File: src/rtl/mips_mc_controller.sv
//------------------------------------------------------------------------------
// mips_mc_controller
//
// Multicycle control unit for the parametrised MIPS core. It is a Moore FSM
// with a combinational output decode. Instruction fetch is split into
// CHUNKS = 32/WIDTH memory reads, and every memory access waits on memready.
//
// Parameters:
//   WIDTH       datapath/memory word width (8, 16 or 32)
//
// Optional feature (compile-time macro MIPS_MC_ILLEGAL_TRAP_EN):
//   defined   - an illegal op/funct parks the FSM in a sticky TRAP state
//               (trap=1, no writes) that only reset leaves
//   undefined - an illegal instruction is a one-cycle no-op; trap is tied 0
//
// Ports:
//   clk, reset           clock, synchronous active-high reset
//   op, funct, zero      instruction fields and ALU zero flag from datapath
//   memready             memory completes the current access this cycle
//   pcen, pcsrc          PC write enable and PC source select
//   iord                 memory address select (0 = PC, 1 = ALUOut)
//   memread, memwrite    memory request strobes
//   irwrite              one-hot IR chunk write enable
//   regdst, memtoreg,
//   regwrite             register file controls
//   alusrca, alusrcb,
//   alucontrol           ALU operand selects and operation
//   instr_done           one-cycle pulse in an instruction's final state
//   trap                 illegal-instruction flag
//------------------------------------------------------------------------------
module mips_mc_controller #(
    parameter int WIDTH = 8,
    localparam int CHUNKS = 32 / WIDTH
) (
    input  logic              clk,
    input  logic              reset,
    input  logic [5:0]        op,
    input  logic [5:0]        funct,
    input  logic              zero,
    input  logic              memready,
    output logic              pcen,
    output logic [1:0]        pcsrc,
    output logic              iord,
    output logic              memread,
    output logic              memwrite,
    output logic [CHUNKS-1:0] irwrite,
    output logic              regdst,
    output logic              memtoreg,
    output logic              regwrite,
    output logic              alusrca,
    output logic [1:0]        alusrcb,
    output logic [2:0]        alucontrol,
    output logic              instr_done,
    output logic              trap
);

    // FSM state encoding
    localparam logic [3:0] S_FETCH   = 4'd0;
    localparam logic [3:0] S_DECODE  = 4'd1;
    localparam logic [3:0] S_MEMADR  = 4'd2;
    localparam logic [3:0] S_LWRD    = 4'd3;
    localparam logic [3:0] S_LWWR    = 4'd4;
    localparam logic [3:0] S_SWWR    = 4'd5;
    localparam logic [3:0] S_RTYPEEX = 4'd6;
    localparam logic [3:0] S_RTYPEWR = 4'd7;
    localparam logic [3:0] S_BEQEX   = 4'd8;
    localparam logic [3:0] S_BNEEX   = 4'd9;
    localparam logic [3:0] S_ADDIEX  = 4'd10;
    localparam logic [3:0] S_ADDIWR  = 4'd11;
    localparam logic [3:0] S_JEX     = 4'd12;
    localparam logic [3:0] S_ILLEGAL = 4'd13;

    // Opcodes
    localparam logic [5:0] OP_RTYPE = 6'b000000;
    localparam logic [5:0] OP_LW    = 6'b100011;
    localparam logic [5:0] OP_SW    = 6'b101011;
    localparam logic [5:0] OP_BEQ   = 6'b000100;
    localparam logic [5:0] OP_BNE   = 6'b000101;
    localparam logic [5:0] OP_ADDI  = 6'b001000;
    localparam logic [5:0] OP_J     = 6'b000010;

    // ALU operations
    localparam logic [2:0] ALU_ADD = 3'b010;
    localparam logic [2:0] ALU_SUB = 3'b110;
    localparam logic [2:0] ALU_AND = 3'b000;
    localparam logic [2:0] ALU_OR  = 3'b001;
    localparam logic [2:0] ALU_SLT = 3'b111;

    // Chunk counter is 2 bits wide for every legal WIDTH (at most 4 chunks)
    localparam logic [1:0] LAST_K = 2'(CHUNKS - 1);

    logic [3:0] state_q, state_d;
    logic [1:0] k_q, k_d;
    logic [2:0] rt_alu_q, rt_alu_d;   // R-type ALU op captured in RTYPEEX

    logic       funct_ok;
    logic [2:0] funct_alu;

    // R-type function decode
    always_comb begin
        funct_ok  = 1'b1;
        funct_alu = ALU_ADD;
        case (funct)
            6'b100000: funct_alu = ALU_ADD;
            6'b100010: funct_alu = ALU_SUB;
            6'b100100: funct_alu = ALU_AND;
            6'b100101: funct_alu = ALU_OR;
            6'b101010: funct_alu = ALU_SLT;
            default:   funct_ok  = 1'b0;
        endcase
    end

    // Next-state logic
    // NOTE: every combinational output gets a default before the case so no
    // path leaves it unassigned, which would otherwise infer a latch.
    always_comb begin
        state_d  = state_q;
        k_d      = k_q;
        rt_alu_d = rt_alu_q;
        case (state_q)
            S_FETCH: begin
                if (memready) begin
                    if (k_q == LAST_K) begin
                        state_d = S_DECODE;
                        k_d     = 2'd0;
                    end else begin
                        k_d = k_q + 2'd1;
                    end
                end
            end
            S_DECODE: begin
                case (op)
                    OP_LW, OP_SW: state_d = S_MEMADR;
                    OP_RTYPE:     state_d = S_RTYPEEX;
                    OP_BEQ:       state_d = S_BEQEX;
                    OP_BNE:       state_d = S_BNEEX;
                    OP_ADDI:      state_d = S_ADDIEX;
                    OP_J:         state_d = S_JEX;
                    default:      state_d = S_ILLEGAL;
                endcase
            end
            // Only LW and SW reach MEMADR, so SW vs. not-SW is sufficient
            S_MEMADR: state_d = (op == OP_SW) ? S_SWWR : S_LWRD;
            S_LWRD:   if (memready) state_d = S_LWWR;
            S_SWWR:   if (memready) state_d = S_FETCH;
            S_RTYPEEX: begin
                if (funct_ok) begin
                    state_d  = S_RTYPEWR;
                    rt_alu_d = funct_alu;
                end else begin
                    state_d = S_ILLEGAL;
                end
            end
            S_ADDIEX: state_d = S_ADDIWR;
            S_LWWR, S_RTYPEWR, S_BEQEX, S_BNEEX, S_ADDIWR, S_JEX:
                state_d = S_FETCH;
            S_ILLEGAL: begin
`ifdef MIPS_MC_ILLEGAL_TRAP_EN
                state_d = S_ILLEGAL;
`else
                state_d = S_FETCH;
`endif
            end
            default: begin
                state_d = S_FETCH;
                k_d     = 2'd0;
            end
        endcase
    end

    // State registers
    // NOTE: sequential state uses non-blocking assignments so all registers
    // update together from values sampled at the same clock edge.
    always_ff @(posedge clk) begin
        if (reset) begin
            state_q  <= S_FETCH;
            k_q      <= 2'd0;
            rt_alu_q <= ALU_ADD;
        end else begin
            state_q  <= state_d;
            k_q      <= k_d;
            rt_alu_q <= rt_alu_d;
        end
    end

    // Output decode. Everything is forced low while reset is high, which is
    // what makes a reset during a memory wait abandon the access at once.
    always_comb begin
        pcen       = 1'b0;
        pcsrc      = 2'b00;
        iord       = 1'b0;
        memread    = 1'b0;
        memwrite   = 1'b0;
        irwrite    = '0;
        regdst     = 1'b0;
        memtoreg   = 1'b0;
        regwrite   = 1'b0;
        alusrca    = 1'b0;
        alusrcb    = 2'b00;
        alucontrol = 3'b000;
        instr_done = 1'b0;
        trap       = 1'b0;
        if (!reset) begin
            case (state_q)
                S_FETCH: begin
                    memread    = 1'b1;
                    alusrcb    = 2'b01;
                    alucontrol = ALU_ADD;
                    // IR chunk load and PC+1 happen only on the completing cycle
                    if (memready) begin
                        irwrite = CHUNKS'(1) << k_q;
                        pcen    = 1'b1;
                    end
                end
                S_DECODE: begin
                    alusrcb    = 2'b11;
                    alucontrol = ALU_ADD;
                end
                S_MEMADR, S_ADDIEX: begin
                    alusrca    = 1'b1;
                    alusrcb    = 2'b10;
                    alucontrol = ALU_ADD;
                end
                S_LWRD: begin
                    iord    = 1'b1;
                    memread = 1'b1;
                end
                S_LWWR: begin
                    regwrite   = 1'b1;
                    memtoreg   = 1'b1;
                    instr_done = 1'b1;
                end
                S_SWWR: begin
                    iord       = 1'b1;
                    memwrite   = 1'b1;
                    instr_done = memready;
                end
                S_RTYPEEX: begin
                    alusrca    = 1'b1;
                    alucontrol = funct_alu;
                end
                S_RTYPEWR: begin
                    regdst     = 1'b1;
                    regwrite   = 1'b1;
                    alucontrol = rt_alu_q;
                    instr_done = 1'b1;
                end
                S_BEQEX, S_BNEEX: begin
                    alusrca    = 1'b1;
                    alucontrol = ALU_SUB;
                    pcsrc      = 2'b01;
                    pcen       = (state_q == S_BEQEX) ? zero : ~zero;
                    instr_done = 1'b1;
                end
                S_ADDIWR: begin
                    regwrite   = 1'b1;
                    instr_done = 1'b1;
                end
                S_JEX: begin
                    pcsrc      = 2'b10;
                    pcen       = 1'b1;
                    instr_done = 1'b1;
                end
                S_ILLEGAL: begin
`ifdef MIPS_MC_ILLEGAL_TRAP_EN
                    trap = 1'b1;
`else
                    instr_done = 1'b1;
`endif
                end
                default: ;
            endcase
        end
    end

endmodule

File: config.mk
export PLATFORM = sky130hd
export DESIGN_NAME = mips_mc_controller
export DESIGN_NICKNAME = d
export VERILOG_FILES = /design/src/rtl/mips_mc_controller.sv
export SDC_FILE = /design/constraint.sdc
export NUM_CORES = 1
export LEC_CHECK = 0
export BUFFER_PORTS_ARGS = -buffer_cell sky130_fd_sc_hd__buf_2
export CORE_UTILIZATION = 50
export DETAILED_ROUTE_END_ITERATION = 8
export PLACE_DENSITY_LB_ADDON = 0.2
export SYNTH_ARGS = -nofsm -noshare
export SYNTH_HDL_FRONTEND = slang
export SYNTH_SLANG_ARGS = --single-unit
File: constraint.sdc
create_clock -name clk -period 2 [get_ports clk]
set_input_delay 0.1 -clock clk [delete_from_list [all_inputs] [get_ports clk]]
set_output_delay 0.1 -clock clk [all_outputs]
set_load 0.1 [all_outputs]
### Word level (Yosys, flattened, before mapping)

Cells that the tools add are included.

| storage, ports and cells | value |
|---|---|
| flip-flop bits (word level) | 9 |
| word-level logic and storage cells | 94 |

| cells by class | value |
|---|---|
| multiplexer cells | 42 |
| add/subtract/negate cells | 1 |
| shift-type cells | 1 |
| bitwise logic cells | 2 |
| equality and inequality tests | 29 |
| reductions and logical operators | 16 |

Operators with widths:

| operator | number |
|---|---|
| $eq 6x6->1 const B | 7 |
| $mux 4 | 8 |
| $pmux 4 s7 | 1 |
| $eq 4x4->1 const B | 6 |
| $pmux 3 s4 | 2 |
| $pmux 4 s6 | 1 |
| $mux 1 | 19 |
| $eq 4x3->1 const B | 4 |
| $reduce_or 13->1 | 1 |
| $eq 6x3->1 const B | 2 |
| $reduce_or 2->1 | 5 |
| $reduce_or 5->1 | 2 |
| $eq 4x2->1 const B | 2 |
| $mux 2 | 4 |
| $ne 2x2->1 const B | 4 |
| $pmux 2 s2 | 2 |
| $reduce_or 7->1 | 1 |
| $eq 6x2->1 const B | 1 |
| $eq 6x4->1 const B | 1 |
| $logic_not 6->1 | 1 |
| $mux 3 | 2 |
| $pmux 2 s3 | 1 |
| $eq 4x1->1 const B | 1 |
| $logic_not 4->1 | 1 |
| 10 further kinds | 12 |

### Logic depth before layout (Yosys ltp)

| depth | value |
|---|---|
| word-level depth | 5 |
| mapped depth | 6 |
| depth with buffers taken out | 6 |

### Worst setup path after synthesis

No wires, ideal clock.

| path | value |
|---|---|
| kind | register to output |
| from | reg state_q[2] |
| to | out alucontrol[2] |
| data required time | 1.900 ns |
| cell stages (with the launch flop) | 6 |
| data arrival time | 4.467 ns |
| path slack | -2.567 ns |
| path buffers | 1 |
| path through | dfxtp_1 clkbuf_4 nand2b_1 nor3_1 a21oi_1 a21oi_1 |

| between the ends | value |
|---|---|
| cells in the longest elaborated chain, start to end | 4 |

Ends and longest elaborated chain:

| element | RTL line | RTL |
|---|---|---|
| from (decl) | 92 | `logic [3:0] state_q, state_d;` |
| from (signal assigned) | 180 | `state_q <= state_d;` |
| $eq 4x2->1 (tied with other cells) | 204 | `case (state_q)` |
| $reduce_or 4->1 (no line) or $reduce_or 2->1 (tied branches) | - |  |
| $pmux 3 s4 * | 204 |  |
| $mux 3 * | 203 | `if (!reset) begin` |
| to (decl) | 52 | `output logic [2:0] alucontrol,` |

Every way passes the cells marked *; elsewhere a longest branch is shown, timed or not.

### Worst setup path after layout

| path | value |
|---|---|
| from | reg state_q[2] |
| to | out irwrite[3] |

| between the ends | value |
|---|---|
| cells in the longest elaborated chain, start to end | 3 |

Ends and longest elaborated chain:

| element | RTL line | RTL |
|---|---|---|
| $logic_not 4->1 | 204 |  |
| $mux 4 | 204 |  |
| $mux 4 | 203 |  |
| to (decl) | 46 | `output logic [CHUNKS-1:0] irwrite,` |

No other way between the ends.

==> summary.txt <==
Outcome
  • Status: finished clean

Worst setup path
  • Crit-path leading delay family: simple AND/OR/NAND/NOR gates
  • CP cell instances: or2_4 -> nor3_4 -> nand2_1 -> nor2_4 -> and2_1 -> buf_12
  • Critical-path top delay cell: dfxtp_4
  • CP Max Fanout: 17
  • WP data required: 1.90 ns
  • Critical Path Source Type: flop
  • CP bufs+invs: 1
  • Crit end category: output pin
  • Crit path DAT: 1.85 ns
  • Crit Path Category: reg -> out
  • CP peak stage delay: 0.41 ns

Finish
  • Filler cell count: 99
  • Post-route cell area: 1690 sq um
  • Synth-to-layout area growth: 60.0%
  • FF/Latch Area: 188 sq um
  • Multi-input logic area: 946 sq um
  • NumNets Final: 203
  • ANT cells: 0
  • Finished Core Util: 0.854
  • Share of post-route cells with drive strength above 1: 0.434

STA
  • Final Skew: 0.00804 ns
  • Pins Over Slew Limit: 0
  • Worst Tran Pin Value: 0.664 ns
  • Worst Setup Slack, final: 0.0543 ns
  • Fin. Hold Viols: 0
  • Hold WS: 0.182 ns
  • Setup_tns: 0 ns
  • Min cycle time layout: 1.95 ns
  • Fmax achieved: 514 MHz
  • Fin crit share: 0.973
  • Max-slew headroom: 0.546
  • Endpoints failing setup: 0

Power
  • Peak supply drop: 0.000696 V
  • Static leakage: 0.635 nW
  • PwrDens: 674 nW/um^2

Global route
  • Vias in the first global route: 1043
  • Largest net degree at the start of global routing: 18
  • Initial antenna violation count: 0
  • Total grt overflow: 0
  • Gr usage total: 0.269
  • First-pass GRT wire length: 4330 um

Yosys
  • Sequential share of the synthesized area: 0.170
  • Mapped Cells: 144
  • Post-synth top area cell: dfxtp_1
  • Post-synthesis cell area: 1060 sq um
  • YS warnings: 0
  • Avg Inst Size Synth: 7.34 sq um
  • Ys async rst share: 0
  • Synth Flop Type: dfxtp_1
  • Synth Register Bits: 9
  • Number of synthesized flops with an enable pin: 0
  • Synth area leaders: dfxtp_1 17%, a21oi_1 6.2%, nor2_1 5.0%
  • Synth unique cells: 55
  • Synth top area share: 0.170
  • Synth Net Count: 164

Clock network
  • CTS tree: yes
  • Clock Tree Buf Depth: 2
  • Clock transition at path regs: 0.07 ns
  • Hold buffers post-CTS: 0
  • H-tree depth: 1
  • Cts bufs inserted: 3
  • Clock latency on the worst-skew pair: 0.27 ns
  • Clk root buf: clkbuf_4
  • Clock sink count: 9

Hold path
  • Min-delay worst type: in -> reg

Die
  • Site Rows: 16
  • Die X-Extent: 48.0 um
  • Die ar.: 2300 sq um
  • Ports: 37
  • Initial Utilization: 0.533
  • DIE HEIGHT: 48.0 um
  • CORE AREA: 1980 sq um

Drt
  • DR vias: 1225
  • Detailed Route WL: 3060 um
  • DRT iter0 DRCs: 48
  • Vias per cell: 5.86
  • 1st-pass router iterations: 5
  • DRC viols: 0
  • WL/cell: 14.7 um
  • Routed Antenna Nets: 0

Job
  • Max Cap Viol: 0

Placed design
  • I/O Buffers: 35
  • Pre-CTS setup slack: 0.161 ns
  • Dpl cell area: 1640 sq um
  • Detailed placement HPWL: 2340 um
  • Gpl congestion: 0.891
==> per-layer routing <==
metal | wire, um | GRT usage | vias to the layer above
met5 | 0 | 0 | -
met4 | 34 | 0.106 | 0
met3 | 126 | 0.0717 | 5
met2 | 1590 | 0.459 | 34
met1 | 1310 | 0.320 | 589
li1 | - | - | 597
==> cells by family after synthesis <==
| logic type | after synthesis | share of synthesized area |
|---|---|---|
| and+or+nand+nor | 67 | 0.343 |
| AOI/OAI and AO/OA | 39 | 0.266 |
| buffers and inverters | 17 | 0.0947 |
| DFF | 9 | 0.170 |
| adders and majority gates | 6 | 0.0663 |
| xor gates and xnor gates | 3 | 0.0320 |
| muxes | 2 | 0.0237 |
| other | 1 | 0.00355 |
==> power by group <==
| group | total [mW] | internal, mW | switching (mW) |
|---|---|---|---|
| Sequential | 0.252 | 0.201 | 0.0506 |
| Combinational | 0.736 | 0.280 | 0.455 |
| Clock | 0.153 | 0.0774 | 0.0756 |
==> state kept, by name (all words and copies together) (netlist names) <==
name / flops
state_q: 4
rt_alu_q: 3
k_q: 2
==> per-stage QoR <==
| stage | std cells | power, mW |
|---|---|---|
| floorplan | 144 | 0.782 |
| global placement | 204 | 0.946 |
| detailed placement | 204 | 0.961 |
| CTS | 208 | 1.12 |
| global route | 209 | 1.19 |
| finish | 209 | 1.14 |
==> placed cells by master, fill, tap and decap left out, types with 3 or more instances in the layout <==
cell type,netlist,layout
buf_12,0,15
nand2_1,12,12
nor3b_1,3,3
nor4_1,6,4
ha_1,4,4
a21oi_1,13,11
and2_1,5,5
dfxtp_2,0,3
nand2b_1,5,5
inv_1,5,5
buf_4,1,10
nor2_1,14,11
o21ai_1,3,3
clkbuf_4,2,3
nor3_4,1,5
buf_2,2,20
dfxtp_1,9,5
nor2_2,1,3
==> final timing paths <==
| check | start | to | slack (ns) | depth (start not counted) |
|---|---|---|---|---|
| max | state_q[2]$_SDFFE_PP0P_ | irwrite[3] | 0.05 | 6 |
| min | funct[1] | rt_alu_q[2]$_SDFFE_PP0P_ | 0.18 | 3 |
| max reg2reg | state_q[0]$_SDFFE_PP0P_ | state_q[0]$_SDFFE_PP0P_ | 0.40 | 5 |
| min reg2reg | rt_alu_q[0]$_SDFFE_PP0P_ | rt_alu_q[0]$_SDFFE_PP0P_ | 0.47 | 2 |
==> cell usage after synthesis, types with 2 or more instances <==
library cell	instances
o21ai_0	2
a21oi_1	13
ha_1	4
nor2b_1	2
o21ai_1	3
nor4_1	6
dfxtp_1	9
clkbuf_1	3
a31oi_1	2
a2111oi_0	2
nand3_1	2
nor2_1	14
nand2_1	12
inv_1	5
maj3_1	2
nor3b_1	3
or3_1	2
clkbuf_4	2
buf_2	2
nand2b_1	5
buf_6	3
and2_1	5
or2_1	2
nor3_1	8
==> cell type report <==
type	instances	area share
multi-input combinational	118	0.559
timing repair buffer	45	0.281
sequential	9	0.111
tap	27	0.0200
clock buffer	4	0.0155
inverter	6	0.0133
==> tightest hold or removal path, stage by stage <==
cell and delay, ns:
buf_2 0.12, nand3_1 0.11, a21oi_1 0.07
==> timing repair <==
item / 4_1_cts / 5_1_grt
pin swaps: 0 / 1
endpoints found under the setup margin: 8 / 8
endpoints found under the hold margin: 0 / 0
resized for setup: 3 / 4
setup buffers: 0 / 1
Note: power is estimated with default switching activity, not from simulation.
